[src/rtl/log2_pkg.sv]
// Shared types and defaults for the sequential base-2 logarithm path.
package log2_pkg;

   localparam int N_DEF = 16;
   localparam int Q_DEF = 8;

   typedef enum logic [2:0] {
      IDLE = 3'd0,
      NORM = 3'd1,
      MUL  = 3'd2,
      ACC  = 3'd3,
      DONE = 3'd4
   } state_t;

   function automatic int iter_width(input int q);
      return $clog2(q + 1);
   endfunction

endpackage

[src/rtl/lead_one_det.sv]
// Priority encoder: index of the highest set bit of vec, plus an all-zero flag.
module lead_one_det #(
   parameter int W  = 15,
   parameter int PW = 4
) (
   input  logic [W-1:0]  vec,
   output logic [PW-1:0] pos,
   output logic          zero
);

   always_comb begin
      pos  = '0;
      zero = 1'b1;
      for (int i = 0; i < W; i++) begin
         if (vec[i]) begin
            pos  = PW'(i);
            zero = 1'b0;
         end
      end
   end

endmodule

[src/rtl/qmult.sv]
// Combinational sign-magnitude Q-format multiplier; output forced to zero when not enabled.
module qmult #(
   parameter int N = 16,
   parameter int Q = 8
) (
   input  logic [N-1:0] multiplicand,
   input  logic [N-1:0] multiplier,
   input  logic         ena,
   output logic [N-1:0] o_result,
   output logic         ovr
);

   logic [2*N-3:0] prod;
   logic [2*N-3:0] prod_shift;
   logic [N-2:0]   mag;
   logic           sign;

   always_comb begin
      prod       = (2*N-2)'(multiplicand[N-2:0]) * (2*N-2)'(multiplier[N-2:0]);
      prod_shift = prod >> Q;
      mag        = prod_shift[N-2:0];
      // A zero product is always reported as +0.
      sign       = (multiplicand[N-1] ^ multiplier[N-1]) && (mag != '0);
      o_result   = '0;
      ovr        = 1'b0;
      if (ena) begin
         o_result = {sign, mag};
         ovr      = |prod_shift[2*N-3:N-1];
      end
   end

endmodule

[src/rtl/log2_seq.sv]
// Sequential log2 of a sign-magnitude Q-format operand via normalise + repeated squaring.
//
// state | meaning
// IDLE  | waiting for an operand, in_ready high
// NORM  | leading-one search, exponent and mantissa normalisation, error screening
// MUL   | qmult squares m into sq
// ACC   | shift one fraction bit in from sq, renormalise m, count iterations
// DONE  | result presented until out_ready
module log2_seq
   import log2_pkg::*;
#(
   parameter int N = N_DEF,
   parameter int Q = Q_DEF
) (
   input  logic         clk,
   input  logic         rst_n,
   input  logic         in_valid,
   output logic         in_ready,
   input  logic [N-1:0] in_x,
   output logic         out_valid,
   input  logic         out_ready,
   output logic [N-1:0] out_log,
   output logic         out_err,
   output logic         busy
);

   localparam int PW = $clog2(N - 1);
   localparam int IW = iter_width(Q);
   localparam int EW = PW + 2;

   state_t state, state_nxt;

   logic [N-1:0]          x_reg, x_nxt;
   logic [N-1:0]          m, m_nxt;
   logic [N-1:0]          sq, sq_nxt;
   logic [Q-1:0]          frac, frac_nxt;
   logic [IW-1:0]         iter, iter_nxt;
   logic signed [EW-1:0]  e, e_nxt;
   logic                  err, err_nxt;

   logic [PW-1:0]         p;
   logic                  mag_zero;
   logic [N-1:0]          m_norm;
   logic signed [EW-1:0]  e_norm;
   logic [N-1:0]          mult_res;
   logic                  mult_ovr;

   logic signed [N:0]     l_val;
   logic [N:0]            l_abs;
   logic [N-2:0]          l_mag;

   lead_one_det #(.W(N - 1), .PW(PW)) u_lod (
      .vec  (x_reg[N-2:0]),
      .pos  (p),
      .zero (mag_zero)
   );

   qmult #(.N(N), .Q(Q)) u_qmult (
      .multiplicand (m),
      .multiplier   (m),
      .ena          (state == MUL),
      .o_result     (mult_res),
      .ovr          (mult_ovr)
   );

   // Bring the leading one to bit Q so that m lands in [1,2); low bits fall off.
   always_comb begin
      e_norm = EW'(int'(p) - Q);
      if (int'(p) >= Q) begin
         m_norm = {1'b0, x_reg[N-2:0]} >> (int'(p) - Q);
      end else begin
         m_norm = {1'b0, x_reg[N-2:0]} << (Q - int'(p));
      end
   end

   always_comb begin
      state_nxt = state;
      x_nxt     = x_reg;
      m_nxt     = m;
      sq_nxt    = sq;
      frac_nxt  = frac;
      iter_nxt  = iter;
      e_nxt     = e;
      err_nxt   = err;
      unique case (state)
         IDLE: begin
            if (in_valid) begin
               x_nxt     = in_x;
               err_nxt   = 1'b0;
               state_nxt = NORM;
            end
         end
         NORM: begin
            frac_nxt = '0;
            iter_nxt = '0;
            if (mag_zero || x_reg[N-1]) begin
               err_nxt   = 1'b1;
               e_nxt     = '0;
               state_nxt = DONE;
            end else begin
               e_nxt     = e_norm;
               m_nxt     = m_norm;
               state_nxt = MUL;
            end
         end
         MUL: begin
            sq_nxt    = mult_res;
            err_nxt   = err | mult_ovr;
            state_nxt = ACC;
         end
         ACC: begin
            // sq in [2,4) means this fraction bit is 1 and sq is halved back into [1,2).
            frac_nxt = Q'({frac, sq[Q+1]});
            m_nxt    = sq[Q+1] ? (sq >> 1) : sq;
            iter_nxt = iter + IW'(1);
            state_nxt = (iter_nxt == IW'(Q)) ? DONE : MUL;
         end
         DONE: begin
            if (out_ready) state_nxt = IDLE;
         end
         default: state_nxt = IDLE;
      endcase
   end

   always_ff @(posedge clk or negedge rst_n) begin
      if (!rst_n) begin
         state <= IDLE;
         x_reg <= '0;
         m     <= '0;
         sq    <= '0;
         frac  <= '0;
         iter  <= '0;
         e     <= '0;
         err   <= 1'b0;
      end else begin
         state <= state_nxt;
         x_reg <= x_nxt;
         m     <= m_nxt;
         sq    <= sq_nxt;
         frac  <= frac_nxt;
         iter  <= iter_nxt;
         e     <= e_nxt;
         err   <= err_nxt;
      end
   end

   // Two's complement exponent.fraction, then folded into sign-magnitude.
   always_comb begin
      l_val = ((N+1)'(e) <<< Q) + $signed((N+1)'(frac));
      l_abs = l_val[N] ? (N+1)'(-l_val) : l_val;
      l_mag = l_abs[N-2:0];
   end

   assign in_ready  = (state == IDLE);
   assign busy      = (state != IDLE);
   assign out_valid = (state == DONE);
   assign out_err   = (state == DONE) && err;
   assign out_log   = ((state == DONE) && !err) ? {l_val[N] && (l_mag != '0), l_mag} : '0;

endmodule

[config.mk]
export PLATFORM = sky130hd
export DESIGN_NAME = log2_seq
export DESIGN_NICKNAME = d
export VERILOG_FILES = /design/src/rtl/log2_pkg.sv /design/src/rtl/lead_one_det.sv /design/src/rtl/qmult.sv /design/src/rtl/log2_seq.sv
export SDC_FILE = /design/constraint.sdc
export NUM_CORES = 1
export LEC_CHECK = 0
export ABC_AREA = 1
export CORE_UTILIZATION = 59
export DETAILED_ROUTE_END_ITERATION = 16
export GPL_TIMING_DRIVEN = 0
export PLACE_DENSITY_LB_ADDON = 0.1
export SLEW_MARGIN = 25
export SYNTH_ARGS = -nofsm -noshare
export SYNTH_HDL_FRONTEND = slang
export SYNTH_HIERARCHICAL = 1
export SYNTH_SLANG_ARGS = --single-unit
[constraint.sdc]
create_clock -name clk -period 5.9 [get_ports clk]
set_clock_uncertainty 0.05 [all_clocks]
set_input_delay 1.475 -clock clk [delete_from_list [all_inputs] [get_ports clk]]
set_output_delay 1.475 -clock clk [all_outputs]
set_load 0.01 [all_outputs]
# After elaboration in Yosys (flattened, before gate mapping)
# Index checks and enable logic that the tools add are counted.
# classes
shifts	2
n_lt_le_gt_ge	1
n_reduce_logical	15
n_div	0
mux	47
bitwise_logic	1
eq_ne	9
n_mul	1
addsub	5
# op_table
operator	count
$mux W15	4
$shl A15 B32 Y15	1
$shr A15 B32 Y15	1
$mul A15 B15 Y30	1
$pmux W15 S2	1
$mux W4	7
$mux W3	8
$mux W1	19
$mux W16	1
$pmux W8 S2	1
$add A14 B9 Y15	1
$neg A15 Y15	1
$pmux W3 S5	1
$reduce_bool A15 Y1	1
$pmux W4 S2	1
$reduce_or A7 Y1	1
$eq A3 B2 Y1 const B	2
$mux W6	1
$ne A2 B2 Y1 const B	3
$reduce_and A2 Y1	3
$reduce_bool A3 Y1	2
$sub A4 B4 Y5 const A	1
$sub A4 B4 Y5 const B	1
$add A4 B1 Y4 const B	1
other kinds (14)	17
# totals
reg_bits	68
latchBits	0
memories	0
output_inout_bits	20
mem_bits_rw	0
in_bits	20
romBits	0

# Longest topological paths before layout
# logic_depth
depth_word	19
mapped_depth	34
depth_no_buf	33

# Cells and area by module
# Netlist, hierarchy kept.
# modules_own_cells
mod	area_each_um2	instances	cells_each	seq_area_each_um2
qmult	8335.5	1	1226	0.0
log2_seq	4569.4	1	648	1701.6
lead_one_det	188.9	1	39	0.0

# Worst setup path after synthesis
# OpenSTA, ideal clock, no wires.
# synth_timing
kind	reg2reg
start	register m[10]
end	register err
required_time_ps	5723
n_path_buf	1
stages_incl_launch_ff	33
path_slack_ps	-3
setup_time_ps	127
arrival_ps	5726
path_cell_list	dfrtp_1 clkbuf_1 nand2_1 inv_1 fa_1 inv_1 fa_1 inv_1 fa_1 inv_1 fa_1 inv_1 fa_1 inv_1 fa_1 inv_1 ha_1 nand2_2 inv_1 a21oi_1 nor2_1 o21bai_1 nand4_1 nand2_1 inv_1 nor2_1 nand2_1 nor2_1 nor2_1 o21ai_0 nand2_1 nor2_1 a21oi_1
# synth_via
elab_chain_len	5
# synth_lines
element	line_no	source
start, declared	log2_seq.sv:34	logic [N-1:0] m, m_nxt;
start signal, assigned	log2_seq.sv:138	m <= m_nxt;
$mul A15 B15 Y30	qmult.sv:19	prod = (2*N-2)'(multiplicand[N-2:0]) * (2*N-2)'(multiplier[N-2:0]);
$reduce_or A7 Y1	qmult.sv:28	ovr = |prod_shift[2*N-3:N-1];
$mux W1	qmult.sv:26	if (ena) begin
net mult_ovr	log2_seq.sv:46	logic mult_ovr;
$or A1 B1 Y1	log2_seq.sv:108	err_nxt = err | mult_ovr;
$pmux W1 S3	log2_seq.sv:85	unique case (state)
end signal, assigned	log2_seq.sv:143	err <= err_nxt;
end, declared	log2_seq.sv:39	logic err, err_nxt;
# The timed path passes the listed nets, and every way through them passes these cells.
# A chain may end at the register's enable or synchronous reset.

# Worst setup path in the final report
# Ends and elaborated chain as after synthesis.

==> reports/qor.json <==
{
  "clock_tree": {
    "cts_inserted_buffers": 9,
    "clk_buf_depth": 2,
    "cts.root.buffer_cell": "sky130_fd_sc_hd__clkbuf_16",
    "ctsHoldBuffers": 0,
    "tritoncts_clock_tree": "yes",
    "clk_pin_slew_ns": 0.06,
    "cts.htree.levels": 3,
    "clk-insertion-delay-late_ns": 0.33,
    "tritoncts_num_sinks": 68
  },
  "logic_synthesis": {
    "synth_fa_ha_area_share_pct": 34.46,
    "synthesized_netlist_cell_count": 1913,
    "syn-mean-instance-area_sq_um": 6.845,
    "synth_compound_area_share_pct": 7.836,
    "synth_sequential_area_ratio_pct": 13.00,
    "synth_largest_area_cell": "sky130_fd_sc_hd__fa_1",
    "ys_warn_count": 6,
    "postSynth.asyncResetShare_pct": 100.0,
    "synth.top_cell.area_share_pct": 25.38,
    "ys_dominant_reg_cell": "sky130_fd_sc_hd__dfrtp_1",
    "yosys-mux-area-fraction_pct": 1.204,
    "synth_seq_cells": 68,
    "xor_and_xnor_fraction_of_the_mapped_netlist_area_pct": 1.128,
    "synth-simple-area-share_pct": 25.90,
    "main_combinational_cell_family_by_area_after_synthesis": "adder cells",
    "synth-edff-count": 0,
    "syn_area_sq_mm": 0.01309,
    "synth_cell_types": 53,
    "synthTopCellsByArea": "sky130_fd_sc_hd__fa_1 25%, sky130_fd_sc_hd__nand2_1 15%, sky130_fd_sc_hd__inv_1 14%"
  },
  "detailed_routing": {
    "initialDrtViolationCount": 839,
    "drt_drc_violations_left": 1,
    "drtPass1Iterations": 12,
    "routed_wl_microns": 37210,
    "drtAntennaViolNets": 0,
    "routed-via-count": 12280,
    "wire_per_inst_microns": 16.16,
    "vias_per_cell": 5.334
  },
  "global_route": {
    "total_congestion_overflow": 0,
    "grt_antenna_before_repair": 0,
    "largest_net_degree_at_the_start_of_global_routing": 56,
    "first_global_vias": 11840,
    "grt_pass1_wl_microns": 59150,
    "global_route.usage.total_pct": 33.62
  },
  "min_path": {
    "holdPathStages": 2,
    "min-delay-start": "sq[8]",
    "hold_path_class": "register to register",
    "worstHoldEndpoint": "sq[8]"
  },
  "critical_path": {
    "worst_path_arrival_ns": 6.40,
    "critPathRequiredTime_ns": 6.06,
    "rrSetupSlack_ns": -0.34,
    "r2r.worst_path.cells": 32,
    "endpoint_kind": "register",
    "critical_path.max_fanout": 5,
    "rr_endpoint": "err",
    "crit_path_frequent_cell": "sky130_fd_sc_hd__fa_1",
    "worst_path_max_delay_cell": "sky130_fd_sc_hd__fa_1",
    "worstSetupPathType": "register to register",
    "critPathLaunchType": "register",
    "crit_path_max_incr_delay_ns": 0.56,
    "critical_path.reg2reg.startpoint": "m[10]"
  },
  "timing": {
    "hold_viol": 0,
    "fin_ws_ns": -0.3432,
    "clock_period_minus_final_worst_setup_slack_ns": 6.243,
    "finalHoldWorstSlack_ns": 0.4678,
    "slew_headroom_pct": 65.48,
    "setup_repair_after_global_routing_missed_its_margin": "yes",
    "fmaxAchievable_mhz": 160.2,
    "timing_worst_slew_pin_value_ns": 0.5178,
    "fin_crit_sh_pct": 105.8,
    "drv_slew": 0,
    "finalSetupViolCount": 2
  },
  "layout": {
    "drive_above_1_share_pct": 13.30,
    "area_growth_pct": 15.66,
    "antenna_cells": 0,
    "final_nets": 2299
  },
  "floorplan": {
    "fp.dieArea_sq_mm": 0.02279,
    "die_h_microns": 151.0,
    "initial_core_util_pct": 60.00,
    "fp.dieW_microns": 151.0,
    "boundaryPins": 40,
    "rows": 54,
    "placeableCoreArea_sq_mm": 0.02182
  },
  "placed_design": {
    "routabilityCongestion": 0.9310,
    "number_of_port_buffers": 36,
    "place_hpwl_microns": 28450,
    "dp_slack_ns": -1.075
  },
  "outcome": {
    "violations_in_the_final_reports": "DRC, setup timing",
    "run_status": "finished, violations left"
  },
  "flow_run": {
    "cap_viol_max_count": 0
  }
}
## per-layer routing
metal / up-vias / part of all wire [%] / global-route usage [%]
li1: 5926 / - / -
met1: 5850 / 42 / 42.73
met2: 421 / 50 / 58.97
met3: 87 / 5.2 / 3.373
met4: 0 / 3.4 / 12.55
met5: - / 0 / 0
## how the worst max path moves through the flow
stage               startpoint  endpoint  slack (ns)  depth (start not counted)
finish                   m[10]       err       -0.34                         32
CTS                      m[10]       err       -0.32                         30
floorplan                 m[0]       err        0.01                         32
global route             m[10]       err       -0.58                         32
detailed placement        m[9]       err       -1.07                         27
global placement          m[9]       err       -1.10                         28
## area by class of cell
cell class	instances	area, sq um
plain buffers	65	486.7
clock buffers	10	229.0
clock inverters	6	65.06
fillers	1870	6679
inverters	486	1842
multi-input cells	1296	9603
flip-flops and latches	68	1738
well taps	280	350.3
repair buffers	92	830.8
## worst max-delay path: cells and delay by family (launching register included)
kind	cells	cell delay (ns)
buffers and inverters	8	0.59
DFF	1	0.53
and+or+nand+nor	15	1.38
AOI/OAI and AO/OA	2	0.21
adders and majority gates	7	3.34
## cell usage in the layout, fill, tap and decap left out, types with 35 or more instances in the layout
| cell | n |
|---|---|
| sky130_fd_sc_hd__o21ai_0 | 61 |
| sky130_fd_sc_hd__a21oi_1 | 50 |
| sky130_fd_sc_hd__dfrtp_1 | 53 |
| sky130_fd_sc_hd__buf_4 | 63 |
| sky130_fd_sc_hd__fa_1 | 163 |
| sky130_fd_sc_hd__clkdlybuf4s50_1 | 35 |
| sky130_fd_sc_hd__inv_1 | 460 |
| sky130_fd_sc_hd__nand2_1 | 525 |
| sky130_fd_sc_hd__nand3_1 | 103 |
| sky130_fd_sc_hd__nor2_1 | 108 |
| sky130_fd_sc_hd__ha_1 | 86 |
## stage by stage
| step | area [sq um] | setup TNS (ns) | util (%) | cells |
|---|---|---|---|---|
| after detailed placement | 13840 | -6.551 | 63.41 | 2232 |
| after global placement | 13810 | -6.380 | 63.30 | 2231 |
| final | 15140 | -0.5860 | 69.40 | 2303 |
| after global routing | 15140 | -1.129 | 69.40 | 2303 |
| after CTS | 14850 | -0.4506 | 68.04 | 2291 |
| after floorplan | 13100 | 0 | - | 1915 |
## Yosys cell counts (3+ instances only)
cell type,instances
sky130_fd_sc_hd__a21oi_1,63
sky130_fd_sc_hd__a221oi_1,5
sky130_fd_sc_hd__a31oi_1,3
sky130_fd_sc_hd__buf_2,13
sky130_fd_sc_hd__buf_4,10
sky130_fd_sc_hd__clkbuf_1,39
sky130_fd_sc_hd__dfrtp_1,68
sky130_fd_sc_hd__fa_1,166
sky130_fd_sc_hd__ha_1,95
sky130_fd_sc_hd__inv_1,472
sky130_fd_sc_hd__inv_2,10
sky130_fd_sc_hd__mux2_2,14
sky130_fd_sc_hd__nand2_1,540
sky130_fd_sc_hd__nand2_2,10
sky130_fd_sc_hd__nand3_1,106
sky130_fd_sc_hd__nand3b_1,6
sky130_fd_sc_hd__nand4_1,10
sky130_fd_sc_hd__nor2_1,118
sky130_fd_sc_hd__nor2_4,5
sky130_fd_sc_hd__nor3_1,8
sky130_fd_sc_hd__o21ai_0,67
sky130_fd_sc_hd__o21ai_1,14
sky130_fd_sc_hd__o21bai_1,4
sky130_fd_sc_hd__o221ai_1,3
sky130_fd_sc_hd__o22ai_1,13
sky130_fd_sc_hd__or2_2,3
sky130_fd_sc_hd__xnor2_1,5
sky130_fd_sc_hd__xor2_1,10
## logic make-up (layout without fill, tap and decap cells)
logic type                 after synthesis  in the layout
muxes                                   14             14
xor gates and xnor gates                16             16
other                                    1              3
buffers and inverters                  551            659
DFF                                     68             68
adders and majority gates              261            261
and+or+nand+nor                        817            817
AOI/OAI and AO/OA                      185            185
## what timing repair did
action,in CTS,in global routing
buffers inserted,43,12
gates resized for setup,134,56
endpoints found under the setup margin,14,11
gates cloned,0,0
pin swaps,21,42
Power is not shown: default switching activity piles up to over one toggle a cycle in this logic, so the estimate is an artifact.
